`src/rtl/pulse_capture_pkg.sv`:
```
// Shared types and default sizing for the pulse-width capture block.
package pulse_capture_pkg;

    typedef enum logic [1:0] {
        IDLE,
        ARMED,
        MEASURE,
        DONE
    } state_e;

    localparam int unsigned DEF_WIDTH       = 8;
    localparam int unsigned DEF_SYNC_STAGES = 2;

endpackage

```
`src/rtl/sync_edge.sv`:
```
// Multi-stage synchroniser for an asynchronous pin plus rise/fall detection.
// Flops reset high so a pin held high through reset never looks like a rise.
module sync_edge
    import pulse_capture_pkg::*;
#(
    parameter int unsigned SYNC_STAGES = DEF_SYNC_STAGES
) (
    input  logic clk,
    input  logic rst_n,
    input  logic sig_in,
    output logic sig_s,
    output logic rise,
    output logic fall
);

    logic [SYNC_STAGES-1:0] sync_q;
    logic                   sig_d_q;

    always_ff @(posedge clk or negedge rst_n) begin
        if (!rst_n) begin
            sync_q  <= '1;
            sig_d_q <= 1'b1;
        end else begin
            sync_q  <= {sync_q[SYNC_STAGES-2:0], sig_in};
            sig_d_q <= sync_q[SYNC_STAGES-1];
        end
    end

    assign sig_s = sync_q[SYNC_STAGES-1];
    assign rise  = sig_s & ~sig_d_q;
    assign fall  = ~sig_s & sig_d_q;

endmodule

```
`src/rtl/pulse_capture.sv`:
```
// Measures the length of high pulses on an asynchronous pin in clk cycles and
// holds each result behind a valid/ack handshake until it is consumed.
module pulse_capture
    import pulse_capture_pkg::*;
#(
    parameter int unsigned WIDTH       = DEF_WIDTH,
    parameter int unsigned SYNC_STAGES = DEF_SYNC_STAGES
) (
    input  logic             clk,
    input  logic             rst_n,
    input  logic             en,
    input  logic             sig_in,
    input  logic             ack,
    output logic [WIDTH-1:0] width,
    output logic             valid,
    output logic             overflow,
    output logic             busy
);

    logic sig_s;
    logic rise;
    logic fall;

    sync_edge #(
        .SYNC_STAGES(SYNC_STAGES)
    ) u_sync (
        .clk   (clk),
        .rst_n (rst_n),
        .sig_in(sig_in),
        .sig_s (sig_s),
        .rise  (rise),
        .fall  (fall)
    );

    state_e           state_q;
    logic [WIDTH-1:0] count_q;
    logic [WIDTH-1:0] count_d;
    logic             sat_d;
    logic             ovf_q;
    logic [WIDTH-1:0] width_q;
    logic             valid_q;
    logic             overflow_q;
    logic             busy_q;

    // Saturating increment: once the counter is full it holds and flags overflow.
    always_comb begin
        count_d = count_q;
        sat_d   = 1'b0;
        if (count_q == '1) begin
            sat_d = 1'b1;
        end else begin
            count_d = count_q + WIDTH'(1);
        end
    end

    always_ff @(posedge clk or negedge rst_n) begin
        if (!rst_n) begin
            state_q    <= IDLE;
            count_q    <= '0;
            ovf_q      <= 1'b0;
            width_q    <= '0;
            valid_q    <= 1'b0;
            overflow_q <= 1'b0;
            busy_q     <= 1'b0;
        end else begin
            case (state_q)
                IDLE: begin
                    if (en) begin
                        state_q <= ARMED;
                    end
                end
                ARMED: begin
                    if (!en) begin
                        state_q <= IDLE;
                    end else if (rise) begin
                        state_q <= MEASURE;
                        count_q <= WIDTH'(1);
                        ovf_q   <= 1'b0;
                        busy_q  <= 1'b1;
                    end
                end
                MEASURE: begin
                    if (!en) begin
                        state_q <= IDLE;
                        busy_q  <= 1'b0;
                    end else if (fall) begin
                        state_q    <= DONE;
                        width_q    <= count_q;
                        overflow_q <= ovf_q;
                        valid_q    <= 1'b1;
                        busy_q     <= 1'b0;
                    end else if (sig_s) begin
                        count_q <= count_d;
                        if (sat_d) begin
                            ovf_q <= 1'b1;
                        end
                    end
                end
                DONE: begin
                    // Edges seen here are dropped; ARMED needs a fresh rise.
                    if (ack) begin
                        valid_q    <= 1'b0;
                        overflow_q <= 1'b0;
                        state_q    <= en ? ARMED : IDLE;
                    end
                end
                default: begin
                    state_q <= IDLE;
                    busy_q  <= 1'b0;
                end
            endcase
        end
    end

    assign width    = width_q;
    assign valid    = valid_q;
    assign overflow = overflow_q;
    assign busy     = busy_q;

endmodule
```
`config.mk`:
```
export PLATFORM = sky130hd
export DESIGN_NAME = pulse_capture
export DESIGN_NICKNAME = d
export VERILOG_FILES = /design/src/rtl/pulse_capture_pkg.sv /design/src/rtl/sync_edge.sv /design/src/rtl/pulse_capture.sv
export SDC_FILE = /design/constraint.sdc
export NUM_CORES = 1
export LEC_CHECK = 0
export BUFFER_PORTS_ARGS = -buffer_cell sky130_fd_sc_hd__buf_2
export CORE_MARGIN = 2
export CORE_UTILIZATION = 49
export DETAILED_ROUTE_END_ITERATION = 10
export HOLD_SLACK_MARGIN = 0.12
export PLACE_DENSITY_LB_ADDON = 0.15
export SLEW_MARGIN = 40
export SYNTH_ARGS = -nofsm -noshare
export SYNTH_HDL_FRONTEND = slang
export SYNTH_SLANG_ARGS = --single-unit
```
`constraint.sdc`:
```
create_clock -name clk -period 2 [get_ports clk]
set_input_delay 0.5 -clock clk [delete_from_list [all_inputs] [get_ports clk]]
set_output_delay 0.5 -clock clk [all_outputs]
set_load 0.02 [all_outputs]
```
======== Yosys cells after proc, flatten, opt, wreduce, memory -nomap -nowiden ========
Cells that the tools add are included.
word-level totals
  flip-flop bits (word level) ............. 25
  bits in latches ......................... 0
  RAM bits ................................ 0
  ROM bits ................................ 0
  output and inout port bits .............. 11
  word-level logic and storage cells ...... 74
  memories ................................ 0
cells by class
  $add $sub $neg .......................... 1
  multiply operators ...................... 0
  divide/modulo/power cells ............... 0
  order comparisons ....................... 0
  equal/unequal tests ..................... 16
  shifts and indexed selects .............. 0
  muxes and demuxes ....................... 35
  bitwise logic cells ..................... 4
  reduce and logical (&&, ||, !) cells .... 9
operator list
  cell                                                             count
  8-bit two-way mux                                                6
  2-bit != test, second input constant                             9
  1-bit two-way mux                                                17
  8-bit case mux with 2 select lines                               1
  7-bit AND reduction                                              2
  2-bit two-way mux                                                6
  4-bit AND reduction                                              3
  8-bit by 1-bit adder with 8-bit output, second input constant    1
  8-bit == test, second input constant                             1
  1-bit case mux with 2 select lines                               4
  2-bit case mux with 4 select lines                               1
  3-bit != test, second input constant                             2
  2-bit == test, second input constant                             2
  2-bit nonzero test                                               2
  3-bit AND reduction                                              1
  1-bit bitwise AND                                                2
  2-bit by 1-bit == test with 1-bit output, second input constant  1
  2-bit logical NOT                                                1
  2-bit by 1-bit != test with 1-bit output, second input constant  1
  1-bit inverter                                                   2

======== Logic depth before layout (Yosys ltp) ========
Gate-level depths: netlist of run 1.
  depth after elaboration ................. 7
  mapped depth ............................ 5
  mapped depth without buffers ............ 5

======== Cells and area by module ========
A second synthesis of run 1 with hierarchy kept.
second synthesis, totals
  cell total of the unflattened synthesis .. 105
  area total of the unflattened synthesis .. 1238.7 µm²
by module, submodules not included
  module         instances  cells each  area an instance (µm²)
  pulse_capture  1          100         1144.8
  sync_edge      1          5           93.8

======== Worst setup path after synthesis of run 1 ========
Ideal clock, no wire load.
  path type ............................... reg-to-reg
  start ................................... register u_sync.sig_d_q
  end ..................................... register width_q[0] (netlist: width[0])
  setup time .............................. 125 ps
  arrival ................................. 1336 ps
  required time ........................... 1875 ps
  slack ................................... 539 ps
  cell stages (with the launch flop) ...... 5
  path through ............................ dfstp_2 nor2b_1 nand2_1 nor2_4 mux2_2
between the ends
  cells in the longest elaborated chain, start to end .. 2
RTL lines
  what                           line                 source
  from (decl)                    sync_edge.sv:17      logic sig_d_q;
  from (signal assigned)         sync_edge.sv:25      sig_d_q <= sync_q[SYNC_STAGES-1];
  1-bit bitwise AND              sync_edge.sv:31      assign fall = ~sig_s & sig_d_q;
  3-bit AND reduction (no line)  n/a
  to (signal assigned)           pulse_capture.sv:88  width_q <= count_q;
  to (decl)                      pulse_capture.sv:40  logic [WIDTH-1:0] width_q;
Every way passes these cells.
A chain may end at the register's enable or synchronous reset.

======== Worst setup path in the final report of run 1 ========
  start ................................... register u_sync.sig_d_q
  end ..................................... register width_q[3] (netlist: width[3])
Same word-level chain as after synthesis.

==> results of run 1 <==
## cells in the mapped netlist (2+ instances only)
cell type and count:
o21ai_0 8, or4_1 2, nor2_1 3, a31oi_1 2, nand2_1 11, o21a_1 2, dfrtp_1 22, nand2b_1 2
mux2_2 9, dfstp_2 3, inv_1 4, nand3_1 6, and3_2 2, nand3_2 2, o211ai_1 2, a21oi_1 4
## final cells by class
type                    instances  area, µm²  share of cell area (%)
flip-flops and latches         25        629                    48.4
repair buffers                 15       75.1                    5.77
multi-input cells              72        519                    39.9
well taps                      28       35.0                    2.69
inverters                       4       15.0                    1.15
clock buffers                   4       26.3                    2.02
## state kept, by name (all words and copies together), names as in the netlist
register and count:
count_q 8, width 8, state_q 2, u_sync.sync_q 2
busy 1, overflow 1, ovf_q 1, u_sync.sig_d_q 1
valid 1
## power by group
part / total [mW] / switching, mW / internal [mW]
Combinational: 0.180 / 0.101 / 0.0792
Clock: 0.220 / 0.141 / 0.0781
Sequential: 0.643 / 0.0704 / 0.572
Total: 1.04 / 0.312 / 0.730
## worst min-delay path by stage
stage,start,endpoint,slack [ns]
after floorplan,rst_n,busy$_DFFE_PN0P_,0.20
after global placement,u_sync.sync_q[0]$_DFF_PN1_,u_sync.sync_q[1]$_DFF_PN1_,0.35
after detailed placement,u_sync.sync_q[0]$_DFF_PN1_,u_sync.sync_q[1]$_DFF_PN1_,0.35
after CTS,rst_n,overflow$_DFFE_PN0P_,0.15
after global routing,rst_n,state_q[0]$_DFFE_PN0P_,0.16
final,rst_n,ovf_q$_DFFE_PN0P_,0.15
## per-layer routing
metal  part of all wire (%)  routed length, µm  GRT usage, %
met5                      0                  0             0
met4                    2.3                 47          10.7
met3                    3.7                 77          3.39
met2                     46                941          27.3
met1                     48               1000          21.7
## stage by stage
step / std cells / hold slack, ns / cell area (µm²) / setup slack [ns] / util, %
3_3_place_gp: 144 / 0.346 / 1270 / 0.371 / 56.5
4_1_cts: 148 / 0.153 / 1300 / 0.349 / 57.7
2_1_floorplan: 103 / 0.204 / 1180 / 0.539 / -
6_report: 148 / 0.149 / 1300 / 0.352 / 57.7
5_1_grt: 148 / 0.161 / 1300 / 0.269 / 57.7
3_5_place_dp: 144 / 0.347 / 1270 / 0.354 / 56.5
## critical path, cell delays in order, from the launching register on
cell and delay [ns]:
dfstp_2 0.55, nor2b_1 0.23, nand2_1 0.15, nor2_4 0.25, mux2_2 0.37
## cells by family after synthesis
| group | count (synthesis) | synth area share, % |
|---|---|---|
| compound gates | 24 | 13.4 |
| buf+inv | 6 | 2.86 |
| mux | 9 | 8.57 |
| flops | 25 | 53.2 |
| simple gates | 38 | 20.8 |
| fa+ha+maj | 1 | 1.06 |
==> reports/qor.yml, run 1 <==
synthTopCellsByArea: "dfrtp_1, mux2_2, dfstp_2"
drtIter0Drc: 6
startpoint_type: "flip-flop"
cts_made_buffers: 3
cts_hold_buf: 0
portBuffers: 15
ant_nets: 0
nFillCells: 214
power.density_nw_per_um2: 801
synth_ff_type: "dfrtp_1"
tns_ns: 0
clk_pin_slew_worst_paths_ns: 0.13
rrSetupSlack_ns: 0.35
layout-drive-gt1-share_pct: 35.0
die-width_um: 53.1
post-cts-setup-buffers: 0
hpwlAfterDp_um: 1510
end_kind: "flip-flop"
criticalPathCategory: "flip-flop to flip-flop"
maxSlewViolCount: 0
die_h_um: 53.1
dieArea_um2: 2820
tightest_slew_ns: 0.544
syn_avg_cell_area_um2: 11.5
final_nets: 127
wl_per_cell_um: 14.0
relSlewSlack_pct: 63.7
root_buffer: "clkbuf_4"
fp.coreArea_um2: 2250
fmax_mhz: 607
synth_fp_nets: 109
synth_area_leader_cell: "dfrtp_1"
cp_data_required_time_ns: 2.22
insertedDiodeCount: 0
finalPower_mw: 1.04
initial_core_util_pct: 52.4
worstRegToRegCells: 4
min_period_ns: 1.65
r2r_end: "width[3]$_DFFE_PN0P_"
yosysSeqAreaShare_pct: 53.2
crit_fanout: 8
critPathLaunch: "u_sync.sig_d_q$_DFF_PN1_"
place_congestion: 0.753
route.detailed.drc: 0
cts.sinks: 25
clock_skew_ns: 0.00383
ys_ff_latch: 25
final_cell_mix: "dfrtp_1, buf_2, nand2_1, mux2_2, o21ai_0"
rr_startpoint: "u_sync.sig_d_q$_DFF_PN1_"
layout_commonest_cell: "dfrtp_1"
endpoint: "width[3]$_DFFE_PN0P_"
synthArstFlopShare_pct: 100
finalCritPeriodShare_pct: 82.4
worstHoldPathType: "input pin to async pin"
antenna_found_initial: 0
rsz0062_at_grt: "no"
status: "finished, final reports clean"
drtPass1Iterations: 4
setup_violations: 0
clock_path_buffers: 2
grt_max_degree: 26
yosysTopAreaCellShare_pct: 46.6
wl_um: 2070
vias_per_cell: 5.61
pin_count: 16
cap_violations: 0
ir_drop_v: 0.000516
clkLatencyLatePin_ns: 0.31
rows: 17
syn_inst: 103
grtUsageTotal_pct: 17.3
finalHoldViolCount: 0
vias: 831
p_leak_nw: 0.611
grt_first_pass_wirelength_um: 3360
yosys_warnings: 0
synth.cell_area_um2: 1180
cts_tree: "built"
cts_resized: 0
area_growth_pct: 9.95
ys_types: 35
synth_edf_count: 0
grt_overflow: 0
arrival_ns: 1.86
first_global_vias: 750
cts_max_level: 1
Power figures use the tool's default switching activity.
==> inputs of run 2 (changes only) <==
Clock period 2 ns to 1.34 ns, I/O delays scaled along.
==> reports/qor.yml, run 2 (synthesis results as in run 1) <==
antenna_found_initial: 0  # unchanged
drtPass1Iterations: 4  # unchanged
grt_first_pass_wirelength_um: 4620  # was 3360 µm
wl_per_cell_um: 17.4  # was 14.0 µm
clk_pin_slew_worst_paths_ns: 0.13  # about the same
rsz0062_at_grt: "yes"  # was no
first_global_vias: 1066  # was 750
finalPower_mw: 1.82  # was 1.04 mW
end_kind: "flip-flop"  # unchanged
drtIter0Drc: 14  # was 6
fmax_mhz: 688  # was 607 MHz
vias: 1023  # was 831
rrSetupSlack_ns: -0.11  # was 0.35 ns
cp_data_required_time_ns: 1.56  # was 2.22 ns
area_growth_pct: 46.2  # was 9.95%
cts_tree: "built"  # unchanged
startpoint_type: "flip-flop"  # unchanged
insertedDiodeCount: 0  # unchanged
maxSlewViolCount: 0  # unchanged
nFillCells: 143  # was 214
hold_depth: 4
finalCritPeriodShare_pct: 108  # was 82.4%
rows: 17  # unchanged
stdcell_count: 177  # was 148
power.density_nw_per_um2: 1050  # was 801 nW/µm²
portBuffers: 15  # unchanged
die-width_um: 53.1  # unchanged
cap_violations: 0  # unchanged
crit_slowest_cell: "dfstp_2"  # unchanged
ant_nets: 0  # unchanged
endpoint: "width[5]$_DFFE_PN0P_"  # was width[3]$_DFFE_PN0P_
status: "finished, violations left"  # was finished, final reports clean
root_buffer: "clkbuf_4"  # unchanged
grtUsageTotal_pct: 23.3  # was 17.3%
setup_violations: 18  # was 0
fp.coreArea_um2: 2250  # unchanged
critPathLaunch: "u_sync.sig_d_q$_DFF_PN1_"  # unchanged
min_period_ns: 1.45  # was 1.65 ns
arrival_ns: 1.68  # was 1.86 ns
clock_skew_ns: 0.00285  # was 0.00383 ns
clock_path_buffers: 2  # unchanged
route.detailed.drc: 0  # unchanged
r2r_end: "width[5]$_DFFE_PN0P_"  # was width[3]$_DFFE_PN0P_
pin_count: 16  # unchanged
place_congestion: 0.862  # was 0.753
dieArea_um2: 2820  # unchanged
grt_overflow: 0  # unchanged
cp_cell_sequence: "nor2b_4, nand2_2, nor2_4, buf_12, mux2_4"  # was nor2b_1, nand2_1, nor2_4, mux2_2
tightest_slew_ns: 0.552  # was 0.544 ns
finalHoldViolCount: 0  # unchanged
violations: "setup timing"
wl_um: 3090  # was 2070 µm
crit_fanout: 5  # was 8
die_h_um: 53.1  # unchanged
relSlewSlack_pct: 63.2  # was 63.7%
worstRegToRegCells: 5  # was 4
grt_max_degree: 26  # unchanged
placed_cells: 165  # was 144
vias_per_cell: 5.78  # was 5.61
hpwlAfterDp_um: 1900  # was 1510 µm
rr_startpoint: "u_sync.sig_d_q$_DFF_PN1_"  # unchanged
cts_max_level: 1  # unchanged
cts.sinks: 25  # unchanged
setup_slack_ns: -0.113  # was 0.352 ns
criticalPathCategory: "flip-flop to flip-flop"  # unchanged
worstHoldPathType: "input pin to flip-flop"  # was input pin to async pin
cts_made_buffers: 3  # unchanged
final_cell_mix: "dfrtp_1, buf_4, buf_2, nand2_1, mux2_4"  # was dfrtp_1, buf_2, nand2_1, mux2_2, o21ai_0
initial_core_util_pct: 52.4  # unchanged
layout-drive-gt1-share_pct: 60.4  # was 35.0%
ir_drop_v: 0.000910  # was 0.000516 V
cp_slowest_stage_delay_ns: 0.56  # was 0.55 ns
final_nets: 156  # was 127
layout_commonest_cell: "dfrtp_1"  # unchanged
clkLatencyLatePin_ns: 0.32  # was 0.31 ns
p_leak_nw: 0.814  # was 0.611 nW
==> run 2: worst min-delay path by stage <==
| stage | start | endpoint | slack [ns] |
|---|---|---|---|
| after floorplan | rst_n | busy$_DFFE_PN0P_ | 0.04 |
| after global placement | rst_n | valid$_DFFE_PN0P_ | 0.34 |
| after detailed placement | rst_n | overflow$_DFFE_PN0P_ | 0.35 |
| after CTS | ack | valid$_DFFE_PN0P_ | 0.28 |
| after global routing | ack | valid$_DFFE_PN0P_ | 0.30 |
| final | ack | valid$_DFFE_PN0P_ | 0.29 |
==> run 2: critical path, delay by kind of cell (launching register included) <==
family	cells	cell delay [ns]
AND/OR/NAND/NOR	3	0.36
flip-flops	1	0.56
multiplexers	1	0.30
buffers and inverters	1	0.14
==> run 2: metrics by stage <==
| stage | utilization [%] | setup WS (ns) | TNS (ns) | cell area, µm² | hold WS (ns) |
|---|---|---|---|---|---|
| 6_report | 76.7 | -0.113 | -1.45 | 1730 | 0.288 |
| 4_1_cts | 73.3 | -0.0994 | -1.09 | 1650 | 0.284 |
| 5_1_grt | 76.7 | -0.169 | -2.52 | 1730 | 0.299 |
| 3_3_place_gp | 64.9 | -0.115 | -1.20 | 1460 | 0.341 |
| 2_1_floorplan | - | -0.0572 | -0.475 | 1210 | 0.0394 |
| 3_5_place_dp | 64.9 | -0.176 | -1.78 | 1460 | 0.348 |
==> run 2: what timing repair did <==
action,CTS,global route
hold buffers,2,0
pin swaps,12,8
setup buffers,4,3
setup endpoints to repair,17,21
gates resized for setup,25,17
endpoints found under the hold margin,23,0
==> run 2: final cells by class <==
cell class	count	area [µm²]	share of cell area [%]
inverter	4	15.0	0.868
clock buffer	4	26.3	1.52
sequential	25	631	36.5
tap	28	35.0	2.03
timing repair buffer	44	337	19.5
multi-input combinational	72	686	39.7
==> run 2: per-layer routing <==
metal / GRT usage [%] / part of all wire [%] / routed length, µm
met2: 40.8 / 51 / 1590
met3: 4.24 / 2.0 / 61
met4: 9.83 / 1.7 / 52
met5: 0 / 0 / 0
met1: 27.8 / 45 / 1390
==> run 2: report_power, final <==
group	internal, mW	leakage (nW)	switching [mW]	total [mW]
logic	0.267	0.484	0.259	0.525
clock network	0.117	0.0150	0.227	0.343
registers	0.855	0.315	0.0923	0.947
==> inputs of run 3 (changes only) <==
--- a/config.mk
+++ b/config.mk
@@ -7,7 +7,9 @@
 export LEC_CHECK = 0
 export BUFFER_PORTS_ARGS = -buffer_cell sky130_fd_sc_hd__buf_2
+export CORE_ASPECT_RATIO = 1.5
 export CORE_MARGIN = 2
 export CORE_UTILIZATION = 49
 export DETAILED_ROUTE_END_ITERATION = 10
+export GPL_ROUTABILITY_DRIVEN = 1
 export HOLD_SLACK_MARGIN = 0.12
 export PLACE_DENSITY_LB_ADDON = 0.15
==> constraint.sdc (replaced) <==
create_clock -name clk -period 1.34 [get_ports clk]
set_input_delay 0.201 -clock clk [delete_from_list [all_inputs] [get_ports clk]]
set_output_delay 0.201 -clock clk [all_outputs]
set_load 0.02 [all_outputs]
==> reports/qor.yml, run 3 (synthesis results as in run 1) <==
status: "finished, violations left"  # unchanged
violations: "setup timing"  # unchanged
tightest_slew_ns: 0.528  # was 0.552 ns
portBuffers: 15  # unchanged
cap_violations: 0  # unchanged
maxSlewViolCount: 0  # unchanged
min_period_ns: 1.49  # was 1.45 ns
dieArea_um2: 2830  # was 2820 µm²
relSlewSlack_pct: 64.8  # was 63.2%
end_kind: "flip-flop"  # unchanged
top_layer: "met4"  # unchanged
initial_core_util_pct: 52.3  # was 52.4%
clock_path_buffers: 2  # unchanged
post-route-util_pct: 73.3  # was 76.7%
pin_count: 16  # unchanged
final_nets: 154  # was 156
cts_max_level: 1  # unchanged
wl_met3_um: 79  # was 61 µm
multiInputGateArea_um2: 651  # was 686 µm²
criticalPathCategory: "flip-flop to flip-flop"  # unchanged
cp_slowest_stage_delay_ns: 0.56  # about the same
path_delay_family: "flip-flops"  # unchanged
arrival_ns: 1.69  # was 1.68 ns
wl_met2_um: 1400  # was 1590 µm
cts_made_buffers: 3  # unchanged
antenna_found_initial: 0  # unchanged
startpoint_type: "flip-flop"  # unchanged
rows: 21  # was 17
wl_met1_um: 991  # was 1390 µm
fp.coreArea_um2: 2260  # was 2250 µm²
p_leak_nw: 0.791  # was 0.814 nW
crit_slowest_cell: "dfstp_2"  # unchanged
fmax_mhz: 673  # was 688 MHz
wl_um: 2580  # was 3090 µm
grt_overflow: 0  # unchanged
nFillCells: 152  # was 143
finalCritPeriodShare_pct: 111  # was 108%
cts_tree: "built"  # unchanged
clock_skew_ns: 0.00374  # was 0.00285 ns
first_global_vias: 1035  # was 1,066
grt_max_degree: 26  # unchanged
die_h_um: 64.2  # was 53.1 µm
crit_fanout: 5  # unchanged
drtPass1Iterations: 4  # unchanged
insertedDiodeCount: 0  # unchanged
ir_drop_v: 0.00104  # was 0.000910 V
root_buffer: "clkbuf_4"  # unchanged
setup_slack_ns: -0.146  # was -0.113 ns
placed_cells: 157  # was 165
seqCellArea_um2: 631  # unchanged
worstHoldPathType: "input pin to flip-flop"  # unchanged
cts.sinks: 25  # unchanged
stdcell_count: 170  # was 177
ant_nets: 0  # unchanged
place_congestion: 0.829  # was 0.862
hold_slack_ns: 0.150  # was 0.288 ns
rsz0062_at_grt: "yes"  # unchanged
power.density_nw_per_um2: 1090  # was 1050 nW/µm²
setup_violations: 15  # was 18
area_growth_pct: 40.1  # was 46.2%
final_cell_mix: "dfrtp_1, buf_4, buf_2, nand2_1, mux2_4"  # unchanged
wl_per_cell_um: 15.2  # was 17.4 µm
cp_cell_sequence: "nor2b_4, nand2_2, nor2_4, buf_6, mux2_4"  # was nor2b_4, nand2_2, nor2_4, buf_12, mux2_4
clkLatencyLatePin_ns: 0.31  # was 0.32 ns
hpwlAfterDp_um: 1770  # was 1900 µm
layout-drive-gt1-share_pct: 55.1  # was 60.4%
route.detailed.drc: 0  # unchanged
tns_ns: -1.43  # was -1.45 ns
grt_first_pass_wirelength_um: 4550  # was 4620 µm
vias: 975  # was 1,023
die-width_um: 44.1  # was 53.1 µm
finalPower_mw: 1.81  # was 1.82 mW
cp_data_required_time_ns: 1.55  # was 1.56 ns
drtIter0Drc: 17  # was 14
rrSetupSlack_ns: -0.15  # was -0.11 ns
finalHoldViolCount: 0  # unchanged
grtUsageTotal_pct: 21.9  # was 23.3%
clk_pin_slew_worst_paths_ns: 0.12  # was 0.13 ns
path_buf_inv: 1  # unchanged
layout_commonest_cell: "dfrtp_1"  # unchanged
vias_per_cell: 5.74  # was 5.78
==> run 3: changes by cell type in the layout (fill, tap and decap cells not counted), moves of 2 or more <==
cell     before  now
a21oi_1       2    4
a21oi_2       2    0
nand3_1       0    3
nand3_2       7    4
o21ai_0       3    5
==> run 3: final timing paths <==
path | start | endpoint | cells after the start
setup / recovery | u_sync.sig_d_q$_DFF_PN1_ | width[4]$_DFFE_PN0P_ | 5
hold / removal | ack | valid$_DFFE_PN0P_ | 4
setup reg to reg | u_sync.sig_d_q$_DFF_PN1_ | width[4]$_DFFE_PN0P_ | 5
hold reg to reg | u_sync.sync_q[0]$_DFF_PN1_ | u_sync.sync_q[1]$_DFF_PN1_ | 0
max in group asynchronous | rst_n | state_q[1]$_DFFE_PN0P_ | 2
min in group asynchronous | rst_n | valid$_DFFE_PN0P_ | 2
==> run 3: final cells by class <==
class,instances,area share (%)
Timing Repair Buffer,42,18.4
Sequential cell,25,38.1
Inverter,4,0.906
Tap cell,23,1.74
Multi-Input combinational cell,72,39.3
Clock buffer,4,1.59
==> run 3: layer usage <==
layer,up-vias,track usage (%)
met5,-,0
met4,0,14.0
met3,8,3.39
met2,22,35.8
met1,479,25.7
li1,466,-
==> run 3: power breakdown <==
part	switching [mW]	leakage (nW)	internal [mW]
Sequential	0.0870	0.315	0.855
Combinational	0.253	0.461	0.291
Clock	0.203	0.0150	0.117
Total	0.543	0.791	1.26
==> run 3: worst reg2reg max path: cells and delay by family (launching register included) <==
family                 cells  cell delay, ns
flip-flops                 1            0.56
AND/OR/NAND/NOR            3            0.37
multiplexers               1            0.31
buffers and inverters      1            0.15
==> run 3: what timing repair did <==
item	CTS	global route
gates cloned	0	0
endpoints found under the hold margin	23	0
hold buffers	2	0
endpoints found under the setup margin	16	20
setup buffers	5	2
pin swaps	9	4
resized for setup	17	15
==> run 3: metrics by stage <==
stage | cell area (µm²) | setup WS (ns)
CTS | 1580 | -0.119
global placement | 1440 | -0.182
global route | 1660 | -0.230
floorplan | 1210 | -0.0572
detailed placement | 1440 | -0.222
finish | 1660 | -0.146
